===== src/rtl/keccak_pad_pkg.sv =====
// Shared state type, pad constants and byte-mask helper for the Keccak padder.
// Build option: define KECCAK_PAD_SHA3_EN for the SHA-3 domain pad byte (0x06) instead of 0x01.
package keccak_pad_pkg;

   typedef enum logic [1:0] {StAccept, StPad, StFull, StDone} pad_state_e;

`ifdef KECCAK_PAD_SHA3_EN
   localparam logic [7:0] PAD_START = 8'h06;
`else
   localparam logic [7:0] PAD_START = 8'h01;
`endif
   localparam logic [7:0] PAD_END = 8'h80;

   // Bit i is set when byte i (counted from the MSB end) carries message data.
   function automatic logic [7:0] byte_mask(input logic [2:0] byte_num);
      return 8'((16'd1 << byte_num) - 16'd1);
   endfunction

endpackage


===== src/rtl/keccak_pad_word.sv =====
// Builds the padded last message word: valid bytes, pad start byte, zeros, and the
// closing 0x80 when the word lands in the final slot of the block.
module keccak_pad_word
   import keccak_pad_pkg::*;
#(
   parameter int IN_W = 32,
   localparam int BN_W = $clog2(IN_W / 8),
   localparam int NB = IN_W / 8
) (
   input  logic [IN_W-1:0] word_i,
   input  logic [BN_W-1:0] byte_num_i,
   input  logic            is_final_slot_i,
   output logic [IN_W-1:0] word_o
);

   logic [7:0] mask;

   always_comb begin
      mask   = byte_mask(3'(byte_num_i));
      word_o = '0;
      for (int i = 0; i < NB; i++) begin
         if (mask[i]) begin
            word_o[IN_W-1-8*i -: 8] = word_i[IN_W-1-8*i -: 8];
         end else if (int'(byte_num_i) == i) begin
            word_o[IN_W-1-8*i -: 8] = PAD_START;
         end
      end
      if (is_final_slot_i) begin
         word_o[7:0] = word_o[7:0] | PAD_END;
      end
   end

endmodule


===== src/rtl/keccak_padder_param.sv =====
// Keccak pad10*1 padder with configurable word width and rate; assembles RATE-bit blocks
// and holds each one until f_ack. Pad byte selected by KECCAK_PAD_SHA3_EN.
module keccak_padder_param
   import keccak_pad_pkg::*;
#(
   parameter int IN_W = 32,
   parameter int RATE = 576,
   localparam int BN_W = $clog2(IN_W / 8),
   localparam int WORDS = RATE / IN_W
) (
   input  logic            clk,
   input  logic            reset,
   input  logic [IN_W-1:0] in,
   input  logic            in_ready,
   input  logic            is_last,
   input  logic [BN_W-1:0] byte_num,
   output logic            buffer_full,
   output logic [RATE-1:0] out,
   output logic            out_ready,
   output logic            out_last,
   input  logic            f_ack
);

   localparam int CNT_W = $clog2(WORDS + 1);

   pad_state_e       state_q, state_d;
   logic [CNT_W-1:0] count_q, count_d;
   logic [RATE-1:0]  out_q, out_d;
   logic             out_last_q, out_last_d;
   logic             final_slot;
   logic [IN_W-1:0]  pad_word;
   logic [IN_W-1:0]  slot_word;
   logic             slot_wr;

   assign final_slot = (count_q == CNT_W'(WORDS - 1));

   keccak_pad_word #(
      .IN_W(IN_W)
   ) u_pad_word (
      .word_i         (in),
      .byte_num_i     (byte_num),
      .is_final_slot_i(final_slot),
      .word_o         (pad_word)
   );

   always_comb begin
      state_d    = state_q;
      count_d    = count_q;
      out_d      = out_q;
      out_last_d = out_last_q;
      slot_wr    = 1'b0;
      slot_word  = '0;
      unique case (state_q)
         StAccept: begin
            if (in_ready) begin
               slot_wr   = 1'b1;
               slot_word = is_last ? pad_word : in;
               if (final_slot) begin
                  state_d    = StFull;
                  out_last_d = is_last;
               end else begin
                  count_d = count_q + CNT_W'(1);
                  if (is_last) state_d = StPad;
               end
            end
         end
         StPad: begin
            slot_wr = 1'b1;
            if (final_slot) begin
               slot_word  = IN_W'(PAD_END);
               state_d    = StFull;
               out_last_d = 1'b1;
            end else begin
               count_d = count_q + CNT_W'(1);
            end
         end
         StFull: begin
            // The pad byte always fits in the last word, so a non-final block resumes input.
            if (f_ack) begin
               count_d    = '0;
               out_d      = '0;
               out_last_d = 1'b0;
               state_d    = out_last_q ? StDone : StAccept;
            end
         end
         StDone: begin
         end
         default: state_d = StAccept;
      endcase
      if (slot_wr) begin
         for (int k = 0; k < WORDS; k++) begin
            if (count_q == CNT_W'(k)) out_d[RATE-1-k*IN_W -: IN_W] = slot_word;
         end
      end
   end

   always_ff @(posedge clk or posedge reset) begin
      if (reset) begin
         state_q    <= StAccept;
         count_q    <= '0;
         out_q      <= '0;
         out_last_q <= 1'b0;
      end else begin
         state_q    <= state_d;
         count_q    <= count_d;
         out_q      <= out_d;
         out_last_q <= out_last_d;
      end
   end

   assign out         = out_q;
   assign out_last    = out_last_q;
   assign buffer_full = (state_q != StAccept);
   assign out_ready   = (state_q == StFull);

endmodule

===== config.mk =====
export PLATFORM = sky130hd
export DESIGN_NAME = keccak_padder_param
export DESIGN_NICKNAME = d
export VERILOG_FILES = /design/src/rtl/keccak_pad_pkg.sv /design/src/rtl/keccak_pad_word.sv /design/src/rtl/keccak_padder_param.sv
export SDC_FILE = /design/constraint.sdc
export NUM_CORES = 1
export LEC_CHECK = 0
export ABC_AREA = 1
export CORE_AREA = 4 4 241 243
export DETAILED_ROUTE_END_ITERATION = 7
export DIE_AREA = 0 0 245 247
export PLACE_DENSITY = 0.71
export SYNTH_ARGS = -nofsm -noshare
export SYNTH_HDL_FRONTEND = slang
export SYNTH_SLANG_ARGS = --single-unit

===== constraint.sdc =====
create_clock -name clk -period 45.5 [get_ports clk]
set_input_delay 4.55 -clock clk [delete_from_list [all_inputs] [get_ports clk]]
set_output_delay 4.55 -clock clk [all_outputs]
set_load 0.005 [all_outputs]

==> reports/summary.txt <==
drt drc -> 0
initial antenna violation count -> 4
maximum vdd drop -> 0.0354 mV
GRT overflow -> 0
hold_buf cts -> 0
static leakage -> 15.2 nW
fin crit share -> 0.188
layout cells sized above 1 -> 0.0694
CP cell instances -> clkdlybuf4s50_1, inv_8, buf_4, buf_4, buf_4, buf_4
DR iter-0 viols -> 2046
Comb pwr share -> 0.334
most frequent cells after synthesis -> nand2_1, nand3_1, dfrtp_1
CTS Buf Count -> 59
Sw Pwr -> 615 uW
Die X -> 245 um
final setup TNS -> 0 ps
Fill cells -> 4804
Initial Util -> 0.421
register area share after synthesis -> 0.621
status -> finished, final reports clean
switching fraction of total power -> 0.336
PwrDens -> 57.5 mW/mm2
Post-Synthesis Cells -> 2488
Critical Path Source Type -> input port
worst skew pair latency -> 610 ps
number of port buffers -> 617
Routed wire per std cell -> 23.0 um
RSZ-0062 raised after global routing -> no
Fin. Hold Viols -> 0
Total Wirelength -> 87200 um
post-synth top area cell -> dfrtp_1
post-synth cell types -> 28
final setup vio count -> 0
FFs w/ async S/R, synth -> 1.00
pin count of the biggest net entering global routing -> 179
multi-input logic area -> 0.00768 mm2
# IOs -> 618
Placer Congestion -> 0.875
H-tree levels -> 2
CP endpoint kind -> async pin
row cnt -> 87
Slew headroom -> 0.120
Core ar. -> 0.0560 mm2
remaining antenna violation count -> 0
Worst Hold Class -> flop to flop
Post-Syn Area per Cell -> 9.46 um2
# nets final -> 3040
CTS tree -> built
die area -> 0.0605 mm2
most frequent cell after synthesis -> nand2_1
max cap viols -> 0
CP required -> 46110 ps
CTS Sinks -> 584
setup bufs post-CTS -> 0
clock power share -> 0.267
crit path max fanout -> 119
Synth Cell Area -> 0.0235 mm2
Worst path most repeated cell -> buf_4
vias -> 20863
Area contributors post-synth -> dfrtp_1, nand3_1, nand2_1, o21ai_0, buf_2
sequential cell area -> 0.0146 mm2
Tmin final -> 8530 ps
DP Wirelength -> 58100 um
clock slew at reported path FFs -> 60 ps
Top FF cell, synth -> dfrtp_1
Worst path max stage delay -> 870 ps
vias in the first global route -> 19990
post_cts resized -> 0
syn nets -> 2536
max-slew violations -> 0
chip height -> 247 um
CTS Root Cell -> clkbuf_16
internal power -> 1.22 mW
DR pass1 iterations -> 6
Longest Clk Path Bufs -> 3
Highest Clock Rate -> 117 MHz
sequential share of power -> 0.399
Clock Skew -> 13.7 ps
vias per cell -> 5.49
critical path class -> input port to async pin
yosys warns -> 0
number of synthesized flops with an enable pin -> 0
Tot GR Track Use -> 0.276
Yosys reg bits -> 584
Yosys top cell area share -> 0.621
first-pass GRT wire length -> 128000 um
Syn-to-layout area delta -> 35.3%
crit path DAT -> 9140 ps
Max stage delay cell, worst path -> buf_4
Slew @ Worst Pin -> 1320 ps
Hold WS -> 498 ps
## cells by family (layout without fill, tap and decap cells)
group                    count (synthesis)  in the layout  share of synthesized area
AO/OA/AOI/OAI                          274            274                     0.0585
flip-flops                             584            584                      0.621
buffers and inverters                  259            812                     0.0554
AND/OR/NAND/NOR                       1361           1361                      0.260
other                                    0              3                          0
adder cells (fa/ha/maj)                  9              9                    0.00478
XOR/XNOR                                 1              1                   0.000372
## path summary, 6_finish.rpt
kind	from	endpoint	slack, ps	depth (start not counted)
max	reset	out[345]$_DFF_PP0_	36970	6
min	out[51]$_DFF_PP0_	out[51]$_DFF_PP0_	500	2
max reg2reg	state_q[0]$_DFFE_PP0P_	out[334]$_DFF_PP0_	41520	7
min reg2reg	out[51]$_DFF_PP0_	out[51]$_DFF_PP0_	500	2
max in group clk	f_ack	out[334]$_DFF_PP0_	38010	6
min in group asynchronous	reset	out[129]$_DFF_PP0_	4490	2
## power by group through the flow
stage / clock, mW / combinational (mW) / sequential (mW)
6_report: 0.489 / 0.611 / 0.730
5_1_grt: 0.518 / 0.654 / 0.743
4_1_cts: 0.495 / 0.612 / 0.729
3_5_place_dp: 0 / 0.609 / 0.736
3_3_place_gp: 0 / 0.597 / 0.731
2_1_floorplan: 0 / 0.236 / 0.732
## layout by cell type (no fill, tap or decap), types with 10 or more instances in the layout
| cell | synthesis | routed |
|---|---|---|
| dfrtp_1 | 584 | 584 |
| nor2_4 | 10 | 10 |
| nand3_2 | 5 | 14 |
| inv_1 | 43 | 42 |
| o21ai_1 | 27 | 27 |
| nor2_2 | 22 | 24 |
| nand2_1 | 671 | 669 |
| clkbuf_16 | 0 | 61 |
| buf_4 | 44 | 33 |
| nand3_1 | 619 | 610 |
| nor2_1 | 13 | 11 |
| clkinv_2 | 0 | 23 |
| o21ai_0 | 243 | 243 |
| clkdlybuf4s50_1 | 0 | 617 |
## stage by stage
stage	setup slack (ps)	utilization	cell area [um2]	power (mW)	cells
final	36970	0.569	31800	1.83	3800
after detailed placement	36100	0.534	29900	1.34	3687
after global routing	36150	0.569	31800	1.92	3800
after global placement	36240	0.534	29900	1.33	3687
after CTS	36740	0.569	31800	1.84	3797
after floorplan	24610	-	23500	0.968	2488
## registers in the layout (all words and copies together) (netlist names)
name      count
state_q       2
out_last      1
count_q       5
out         576
## metal layers
layer / share of wire / up-vias / track usage
li1: - / 9248 / -
met1: 0.37 / 10298 / 0.345
met2: 0.48 / 1071 / 0.455
met3: 0.090 / 244 / 0.0711
met4: 0.054 / 2 / 0.128
met5: 0.00013 / - / 0
## worst max-delay path, delay by kind of cell
family                 cells  cell delay, ps
buffers and inverters      6            4400
## area by class of cell
class	count	area share
diodes	3	0.000236
inverters	51	0.00625
clock inverters	33	0.00892
multi-input cells	1645	0.241
repair buffers	651	0.202
flip-flops and latches	584	0.459
well taps	756	0.0297
clock buffers	77	0.0523
Power figures use the tool's default switching activity.
